===== src/rtl/uart_receive.sv =====
// UART 8N1 receiver.
// The line is double-synchronised, the start bit is confirmed at its midpoint, and every
// later bit is sampled one full bit period after the previous sample. The FSM returns to
// idle at mid-stop-bit, so a start bit that directly follows the stop bit is still caught.
module uart_receive #(
    parameter int INPUT_CLOCK_FREQ = 100_000_000,
    parameter int BAUD_RATE        = 9600
) (
    input  logic       clk_in,
    input  logic       rst_in,
    input  logic       rx_wire_in,
    output logic [7:0] data_byte_out,
    output logic       new_data_out,
    output logic       framing_error_out,
    output logic       busy_out
);

    localparam int BAUD_BIT_PERIOD = (INPUT_CLOCK_FREQ + BAUD_RATE - 1) / BAUD_RATE;
    localparam int HALF_PERIOD     = BAUD_BIT_PERIOD / 2;
    localparam int CntW            = (BAUD_BIT_PERIOD > 1) ? $clog2(BAUD_BIT_PERIOD) : 1;

    localparam logic [CntW-1:0] BitLast  = CntW'(BAUD_BIT_PERIOD - 1);
    // Guard against a zero half period at degenerate parameter choices.
    localparam logic [CntW-1:0] HalfLast = CntW'((HALF_PERIOD > 0) ? HALF_PERIOD - 1 : 0);

    typedef enum logic [1:0] {
        StIdle,
        StStart,
        StData,
        StStop
    } state_e;

    state_e          state_q;
    logic [CntW-1:0] cnt_q;
    logic [2:0]      idx_q;
    logic [7:0]      shift_q;
    logic [7:0]      data_q;
    logic            new_q;
    logic            ferr_q;
    logic [1:0]      sync_q;
    logic            rx_s;

    // Two-flop synchroniser; resets to the idle-high line level.
    always_ff @(posedge clk_in or posedge rst_in) begin
        if (rst_in) begin
            sync_q <= 2'b11;
        end else begin
            sync_q <= {sync_q[0], rx_wire_in};
        end
    end

    assign rx_s = sync_q[1];

    // Receive FSM with baud counter, bit index, shift register and registered outputs.
    always_ff @(posedge clk_in or posedge rst_in) begin
        if (rst_in) begin
            state_q <= StIdle;
            cnt_q   <= '0;
            idx_q   <= '0;
            shift_q <= '0;
            data_q  <= '0;
            new_q   <= 1'b0;
            ferr_q  <= 1'b0;
        end else begin
            new_q  <= 1'b0;
            ferr_q <= 1'b0;
            unique case (state_q)
                StIdle: begin
                    cnt_q <= '0;
                    if (!rx_s) begin
                        state_q <= StStart;
                    end
                end
                StStart: begin
                    if (cnt_q == HalfLast) begin
                        cnt_q <= '0;
                        idx_q <= '0;
                        // A line already back high at mid-start is a glitch.
                        state_q <= rx_s ? StIdle : StData;
                    end else begin
                        cnt_q <= cnt_q + CntW'(1);
                    end
                end
                StData: begin
                    if (cnt_q == BitLast) begin
                        cnt_q   <= '0;
                        shift_q <= {rx_s, shift_q[7:1]};
                        idx_q   <= idx_q + 3'd1;
                        if (idx_q == 3'd7) begin
                            state_q <= StStop;
                        end
                    end else begin
                        cnt_q <= cnt_q + CntW'(1);
                    end
                end
                StStop: begin
                    if (cnt_q == BitLast) begin
                        cnt_q   <= '0;
                        state_q <= StIdle;
                        if (rx_s) begin
                            data_q <= shift_q;
                            new_q  <= 1'b1;
                        end else begin
                            ferr_q <= 1'b1;
                        end
                    end else begin
                        cnt_q <= cnt_q + CntW'(1);
                    end
                end
                default: state_q <= StIdle;
            endcase
        end
    end

    assign data_byte_out     = data_q;
    assign new_data_out      = new_q;
    assign framing_error_out = ferr_q;
    assign busy_out          = (state_q != StIdle);

endmodule


===== config.mk =====
export PLATFORM = sky130hd
export DESIGN_NAME = uart_receive
export DESIGN_NICKNAME = d
export VERILOG_FILES = /design/src/rtl/uart_receive.sv
export SDC_FILE = /design/constraint.sdc
export NUM_CORES = 1
export LEC_CHECK = 0
export CORE_MARGIN = 3
export CORE_UTILIZATION = 55
export DETAILED_ROUTE_END_ITERATION = 6
export GPL_TIMING_DRIVEN = 0
export MAX_ROUTING_LAYER = met4
export PLACE_DENSITY = 0.76
export SETUP_SLACK_MARGIN = 0.02
export SLEW_MARGIN = 5
export SYNTH_ARGS = -nofsm -noshare
export SYNTH_HDL_FRONTEND = slang
export SYNTH_SLANG_ARGS = --single-unit

===== constraint.sdc =====
create_clock -name clk_in -period 3.1 [get_ports clk_in]
set_input_delay 0.62 -clock clk_in [delete_from_list [all_inputs] [get_ports clk_in]]
set_output_delay 0.62 -clock clk_in [all_outputs]
set_load 0.05 [all_outputs]

# --- Yosys cells after proc, flatten, opt, wreduce, memory -nomap -nowiden ---
# Cells that the tools add are included.
totals:
  in_bits: 3
  register_bits: 39
  output_inout_bits: 11
classes:
  n_addsub: 2
  n_eq_ne: 11
  reduce_logical: 8
  n_mux: 19
ops:
  columns: ["op", "count"]
  rows:
  - ["14-bit one-hot mux with 3 select lines", 1]
  - ["14-bit 2-to-1 mux", 2]
  - ["14-bit by 1-bit adder with 14-bit output (second input constant)", 1]
  - ["14-bit by 13-bit equality test with 1-bit output (second input constant)", 1]
  - ["14-bit equality test (second input constant)", 1]
  - ["2-bit 2-to-1 mux", 6]
  - ["2-bit inequality test (second input constant)", 5]
  - ["2-bit one-hot mux with 4 select lines", 1]
  - ["1-bit 2-to-1 mux", 6]
  - ["3-bit 2-to-1 mux", 2]
  - ["3-bit one-hot mux with 2 select lines", 1]
  - ["3-bit AND reduction", 2]
  - ["5-bit AND reduction", 1]
  - ["2-bit equality test (second input constant)", 2]
  - ["2-bit nonzero test", 2]
  - ["3-bit by 1-bit adder with 3-bit output (second input constant)", 1]
  - ["3-bit equality test (second input constant)", 1]
  - ["2-bit by 1-bit equality test with 1-bit output (second input constant)", 1]
  - ["2-bit zero test", 1]
  - ["2-bit AND reduction", 1]
  - ["2-bit OR reduction", 1]

# --- Depth between registers and ports, before layout ---
# Gate-level depths: netlist of run 1.
depth:
  depth_word: 4
  mapped_depth: 7

# --- Worst setup path before layout of run 1 ---
# Ideal clock, no wire load.
synth_timing:
  path_type: "reg-to-reg"
  startpoint: "reg cnt_q[0]"
  endpoint: "reg state_q[0]"
  setup_slack_ps: 1371
  period_less_slack_ps: 1729
  setup_ps: 139
  t_required_ps: 2961
  arrival_time_ps: 1590
  stages_incl_launch_ff: 7
  path_cell_list: "dfrtp_1 inv_1 ha_1 and4b_1 nand4_4 nor2b_4 or4_1"
synth_via:
  elab_chain_cells: 3
  word_cells_on_any_way: 6
synth_rtl:
  columns: ["element", "line", "rtl"]
  rows:
  - ["from (decl)", "34", "logic [CntW-1:0] cnt_q;"]
  - ["from (signal assigned)", "81", "cnt_q <= cnt_q + CntW'(1);"]
  - ["from (signal assigned)", "93", "cnt_q <= cnt_q + CntW'(1);"]
  - ["from (signal assigned)", "107", "cnt_q <= cnt_q + CntW'(1);"]
  - ["14-bit equality test / 14-bit by 13-bit equality test with 1-bit output (equally long branches)", "85, 97, 75", null]
  - ["2-bit inequality test (no line)", null, null]
  - ["5-bit AND reduction (no line) *", null, null]
  - ["to (signal assigned)", "90", "state_q <= StStop;"]
  - ["to (signal assigned)", "99", "state_q <= StIdle;"]
  - ["to (signal assigned)", "110", "default: state_q <= StIdle;"]
  - ["to (decl)", "33", "state_e state_q;"]
# Every way passes the cells marked *; elsewhere a longest branch is shown, timed or not.
# A chain may end at the register's enable or synchronous reset.

==> out/qor.yml, run 1 <==
fin_crit_ps: 2520
seq_area_frac_synth: 0.547
finalHoldViolCount: 0
cts_max_level: 2
drcViolationCount: 0
ios: 14
cts_hold_buf: 0
slew_headroom: 0.476
p_sw_mw: 0.182
yosys_warnings: 0
final.setup.tns_ps: 0
cp-end-kind: "output port"
core-area_mm2: 0.00308
cts.sinks: 39
gp_congestion: 0.804
wl_per_cell_um: 14.9
synthArstFlopShare: 1.00
synth_cells: 148
fp.dieH_um: 63.0
yosysUniqueCellTypes: 34
rr_worst_depth: 5
finalMaxSlewViolations: 0
r2r-start: "cnt_q[10]"
cts_root_buffer: "clkbuf_4"
antenna_found_initial: 0
port_buffers: 13
synth_edf_count: 0
seqPwrFrac: 0.541
cts_buffers: 5
grt_max_degree: 40
die_area_mm2: 0.00397
syn_avg_cell_area_um2: 12.1
synth_top_cell_by_area: "dfrtp_1"
viasPerCell: 5.43
cts_setup_buffers: 0
track_usage: 0.186
fin_nets: 175
fp.dieW_um: 63.0
p_per_area_mw_per_mm2: 456
swShare: 0.192
min_path_cells: 0
internal-power_mw: 0.765
synth_top_flop_cell: "dfrtp_1"
finalCritPeriodShare: 0.814
yosysTopAreaCellShare: 0.518
cts_tree: "built"
maxCapViolCount: 0
cts_resized: 0
fill_cells: 247
grt_pass1_vias: 1188
cp.required_ps: 2480
diodes: 0
first_iter_violations: 45
path_class: "reg2out"
status: "finished clean"
grt-ovfl-total: 0
clk_pin_slew_ps: 120
crit_path_max_fanout: 10
final_antenna_net_count: 0
final_layout_size_suffix_gt1_frac: 0.225
finClkSkew_ps: 3.94
final_cells: 213
dpl.hpwl_um: 2150
cellLeakagePower_nw: 0.922
finalSetupViolations: 0
first_pass_iters: 4
min_from: "sync_q[0]"
syn_nets: 155
insertion_delay_ps: 350
hold_path_end: "sync_q[1]"
ff2ff_setup_slack_ps: 1170
worstPathArrival_ps: 1900
irDropWorstVdd_mv: 0.297
syn2layout_area_growth_pct: 16.0
rows: 20
via_count: 1156
max_freq_mhz: 396
place_inst: 205
initial_core_util: 0.581
power_frac_clock: 0.447
synth_area_mm2: 0.00179
grt_pass1_wl_um: 5560
tightest_slew_ps: 785
final_cell_mix: "37 x dfrtp_1, 17 x nor2_1, 16 x mux2_2"
routed_wirelength_um: 3170
cp-start-kind: "flop"
final_common_cell: "dfrtp_1"
min_path_type: "reg2reg"
synth_area_leaders: "dfrtp_1 52%, mux2_2 10%, xnor2_1 4.4%"
rsz0062_at_grt: "no"
clockBufferDepth: 2
yosys_register_bits: 39
r2r_end: "cnt_q[12]"
p_comb_frac: 0.013
## metrics by stage
| stage | hold WS [ps] | setup slack (ps) | util | power (mW) | instance area (um2) |
|---|---|---|---|---|---|
| 6_report | 359 | 575 | 0.674 | 0.947 | 2070 |
| 3_3_place_gp | 346 | 859 | 0.641 | 0.534 | 1970 |
| 5_1_grt | 369 | 504 | 0.674 | 0.983 | 2070 |
| 2_1_floorplan | 345 | 1370 | - | 0.529 | 1790 |
| 3_5_place_dp | 347 | 968 | 0.641 | 0.535 | 1970 |
| 4_1_cts | 367 | 562 | 0.674 | 0.955 | 2070 |
## Yosys cell counts (2+ instances only)
cell type	number
ha_1	4
mux2i_1	2
nor3_1	3
nor4bb_1	2
nand4_1	4
dfrtp_1	37
mux2_2	16
nor4_1	4
nand3_1	6
xnor2_1	9
xor2_1	3
buf_2	3
nor2b_1	2
and4b_1	2
nor2_1	17
dfstp_2	2
nand2_1	10
inv_1	6
## state kept, by name, summed over array words and instances, names as in the netlist, named ones only
register and count:
cnt_q 14, data_byte_out 8, framing_error_out 1, idx_q 3, new_data_out 1, shift_q 8
state_q 1, sync_q 2
## critical path: stages (launching register included)
cell and delay [ps]:
dfrtp_1 370, buf_2 170, or2_2 310, clkdlybuf4s50_1 700
## layer usage
metal  wire [um]  GRT usage  vias to the layer above
met5           0          -                        -
met4          57     0.0744                        0
met3          86     0.0486                        6
met2        1600      0.299                       16
met1        1420      0.224                      576
li1            -          -                      558
## worst max path at each step
| stage | startpoint | endpoint | slack [ps] |
|---|---|---|---|
| after floorplan | cnt_q[0] | state_q[0] | 1370 |
| after global placement | rst_in | cnt_q[7] | 860 |
| after detailed placement | flop | busy_out | 970 |
| after CTS | flop | busy_out | 560 |
| after global routing | flop | busy_out | 500 |
| final | flop | busy_out | 580 |
## power groups by stage
stage | registers (mW) | logic [mW] | clock network (mW)
2_1_floorplan | 0.521 | 0.00749 | 0
3_3_place_gp | 0.522 | 0.0122 | 0
3_5_place_dp | 0.522 | 0.0129 | 0
4_1_cts | 0.512 | 0.0129 | 0.430
5_1_grt | 0.512 | 0.0142 | 0.456
6_report | 0.512 | 0.0119 | 0.423
## layout make-up
| type | count | area, um2 | area share |
|---|---|---|---|
| tap | 44 | 55.1 | 0.0265 |
| clock buffer | 6 | 41.3 | 0.0199 |
| multi-input combinational | 100 | 772 | 0.372 |
| sequential | 39 | 978 | 0.472 |
| clock inverter | 2 | 60.1 | 0.0290 |
| timing repair buffer | 13 | 130 | 0.0627 |
| inverter | 6 | 22.5 | 0.0109 |
| buffer | 3 | 15.0 | 0.00724 |
## kinds of logic after synthesis
group	after synthesis	share of synthesized area
AO/OA/AOI/OAI	5	0.0196
XOR/XNOR	12	0.0588
adder cells (fa/ha/maj)	4	0.0280
buffers and inverters	9	0.0210
flip-flops	39	0.547
multiplexers	18	0.112
AND/OR/NAND/NOR	61	0.213
Note: power is estimated with default switching activity, not from simulation.
==> inputs of run 2 (changes only) <==
Settings changed: CORE_UTILIZATION 55 to 51, PLACE_DENSITY 0.76 to 0.74.
Clock period 3.1 ns to 2.3 ns, I/O delays scaled along.
==> out/qor.yml, run 2 (synthesis gave the netlist of run 1 again) <==
status: "finished clean"  # unchanged
final_antenna_net_count: 0  # unchanged
ios: 14  # unchanged
largest_register_ffs: 14  # unchanged
final_layout_size_suffix_gt1_frac: 0.225  # unchanged
top_register: "cnt_q"  # unchanged
syn2layout_area_growth_pct: 13.3  # was 16.0%
grt_pass1_wl_um: 5350  # was 5560 um
fill_cells: 272  # was 247
p_sw_mw: 0.234  # was 0.182 mW
final.setup.tns_ps: 0  # unchanged
path_depth: 3  # unchanged
cts_tree: "built"  # unchanged
fin_nets: 175  # unchanged
final_cell_mix: "37 x dfrtp_1, 17 x nor2_1, 16 x mux2_2"  # unchanged
place_inst: 205  # unchanged
p_total_mw: 1.04  # was 0.947 mW
cts_buffers: 5  # unchanged
swShare: 0.224  # was 0.192
path_cells: "buf_2 > or2_2 > dlygate4sd2_1"  # was buf_2 > or2_2 > clkdlybuf4s50_1
crit_path_max_fanout: 10  # unchanged
rr_worst_depth: 5  # unchanged
seqPwrFrac: 0.661  # was 0.541
cp-end-kind: "output port"  # unchanged
antenna_found_initial: 0  # unchanged
wl_per_cell_um: 13.8  # was 14.9 um
cts_max_level: 2  # unchanged
initial_core_util: 0.558  # was 0.581
max_freq_mhz: 481
r2r-start: "cnt_q[10]"  # unchanged
diodes: 0  # unchanged
finClkSkew_ps: 6.13  # was 3.94 ps
drcViolationCount: 0  # unchanged
internal-power_mw: 0.810  # was 0.765 mW
p_per_area_mw_per_mm2: 515  # was 456 mW/mm2
dpl.hpwl_um: 2120  # was 2150 um
tightest_slew_ps: 780  # was 785 ps
cp.required_ps: 1840  # was 2480 ps
cts_hold_buf: 0  # unchanged
cp-start-kind: "flop"  # unchanged
path_class: "reg2out"  # unchanged
final_util: 0.632  # was 0.674
fin_crit_ps: 2080
final_cells: 213  # unchanged
core-area_mm2: 0.00320  # was 0.00308 mm2
p_comb_frac: 0.015  # was 0.013
die_area_mm2: 0.00425  # was 0.00397 mm2
first_iter_violations: 50  # was 45
final_common_cell: "dfrtp_1"  # unchanged
stdcell_area_mm2: 0.00203  # was 0.00207 mm2
fp.dieH_um: 65.2  # was 63.0 um
irDropWorstVdd_mv: 0.365  # was 0.297 mV
finalMaxSlewViolations: 0  # unchanged
viasPerCell: 5.41  # was 5.43
cellLeakagePower_nw: 0.895  # was 0.922 nW
slowest_stage: "dlygate4sd2_1"  # was clkdlybuf4s50_1
cp_top_family: "buffers and inverters"  # unchanged
slew_headroom: 0.479  # was 0.476
via_count: 1153  # was 1156
min_path_type: "reg2reg"  # unchanged
insertion_delay_ps: 340  # was 350 ps
routed_wirelength_um: 2930  # was 3170 um
rows: 20  # unchanged
finalCritPeriodShare: 0.904
min_from: "sync_q[0]"  # unchanged
maxCapViolCount: 0  # unchanged
finalSetupViolations: 0  # unchanged
port_buffers: 13  # unchanged
first_pass_iters: 4  # unchanged
place_area_mm2: 0.00197  # unchanged
min_path_cells: 0  # unchanged
critPathBufInv: 2  # unchanged
power_frac_clock: 0.323  # was 0.447
worstPathArrival_ps: 1620  # was 1900 ps
max_stage_delay_ps: 420  # was 700 ps
cts_root_buffer: "clkbuf_4"  # unchanged
gp_congestion: 0.815  # was 0.804
fp.dieW_um: 65.2  # was 63.0 um
finalHoldViolCount: 0  # unchanged
grt-ovfl-total: 0  # unchanged
grt_max_degree: 40  # unchanged
grt_pass1_vias: 1197  # was 1188
clockBufferDepth: 2  # unchanged
clk_pin_slew_ps: 110  # was 120 ps
track_usage: 0.167  # was 0.186
rsz0062_at_grt: "no"  # unchanged
cts.sinks: 39  # unchanged
-- run 2: changes by cell type in the layout (fill, tap and decap cells not counted) --
cell	change
bufinv_16	-2
clkdlybuf4s50_1	-1
clkinv_2	+1
clkinvlp_4	+1
dlygate4sd2_1	+1
-- run 2: final timing paths --
check                             to  slack, ps
setup / recovery            busy_out        220
hold / removal             sync_q[1]        370
setup reg to reg           cnt_q[12]        380
hold reg to reg            sync_q[1]        370
max in group asynchronous   cnt_q[6]       1230
min in group asynchronous   cnt_q[0]        570
-- run 2: routing by layer --
layer / vias up / GRT usage / wire (um)
li1: 553 / - / -
met1: 579 / 0.204 / 1340
met2: 17 / 0.267 / 1460
met3: 4 / 0.0598 / 107
met4: 0 / 0.0389 / 27
met5: - / - / 0
-- run 2: area by class of cell --
type	count	area (um2)	share of cell area
multi-input cells	100	772	0.381
flip-flops and latches	39	978	0.483
plain buffers	3	15.0	0.00741
well taps	44	55.1	0.0272
repair buffers	13	129	0.0636
inverters	6	22.5	0.0111
clock inverters	2	12.5	0.00618
clock buffers	6	41.3	0.0204
-- run 2: what timing repair did --
| action | 4_1_cts | 5_1_grt |
|---|---|---|
| endpoints found under the hold margin | 0 | 0 |
| endpoints found under the setup margin | 1 | 0 |
| buffers inserted | 0 | 0 |
| gates resized for setup | 1 | 0 |
-- run 2: power by group through the flow --
stage,Combinational (mW),Clock (mW),Sequential (mW)
floorplan,0.0101,0,0.703
global placement,0.0165,0,0.703
detailed placement,0.0178,0,0.703
CTS,0.0177,0.351,0.690
global route,0.0191,0.389,0.691
finish,0.0162,0.338,0.690
-- run 2: stage by stage --
stage	hold WS, ps	worst slack, ps
floorplan	345	571
global placement	346	210
detailed placement	347	326
CTS	365	204
global route	380	137
finish	369	221
-- run 2: worst register-to-register path: cells and delay by family, from the launching register on --
kind,cells,cell delay (ps)
flops,1,460
simple gates,2,550
compound gates,2,540
buf+inv,1,260
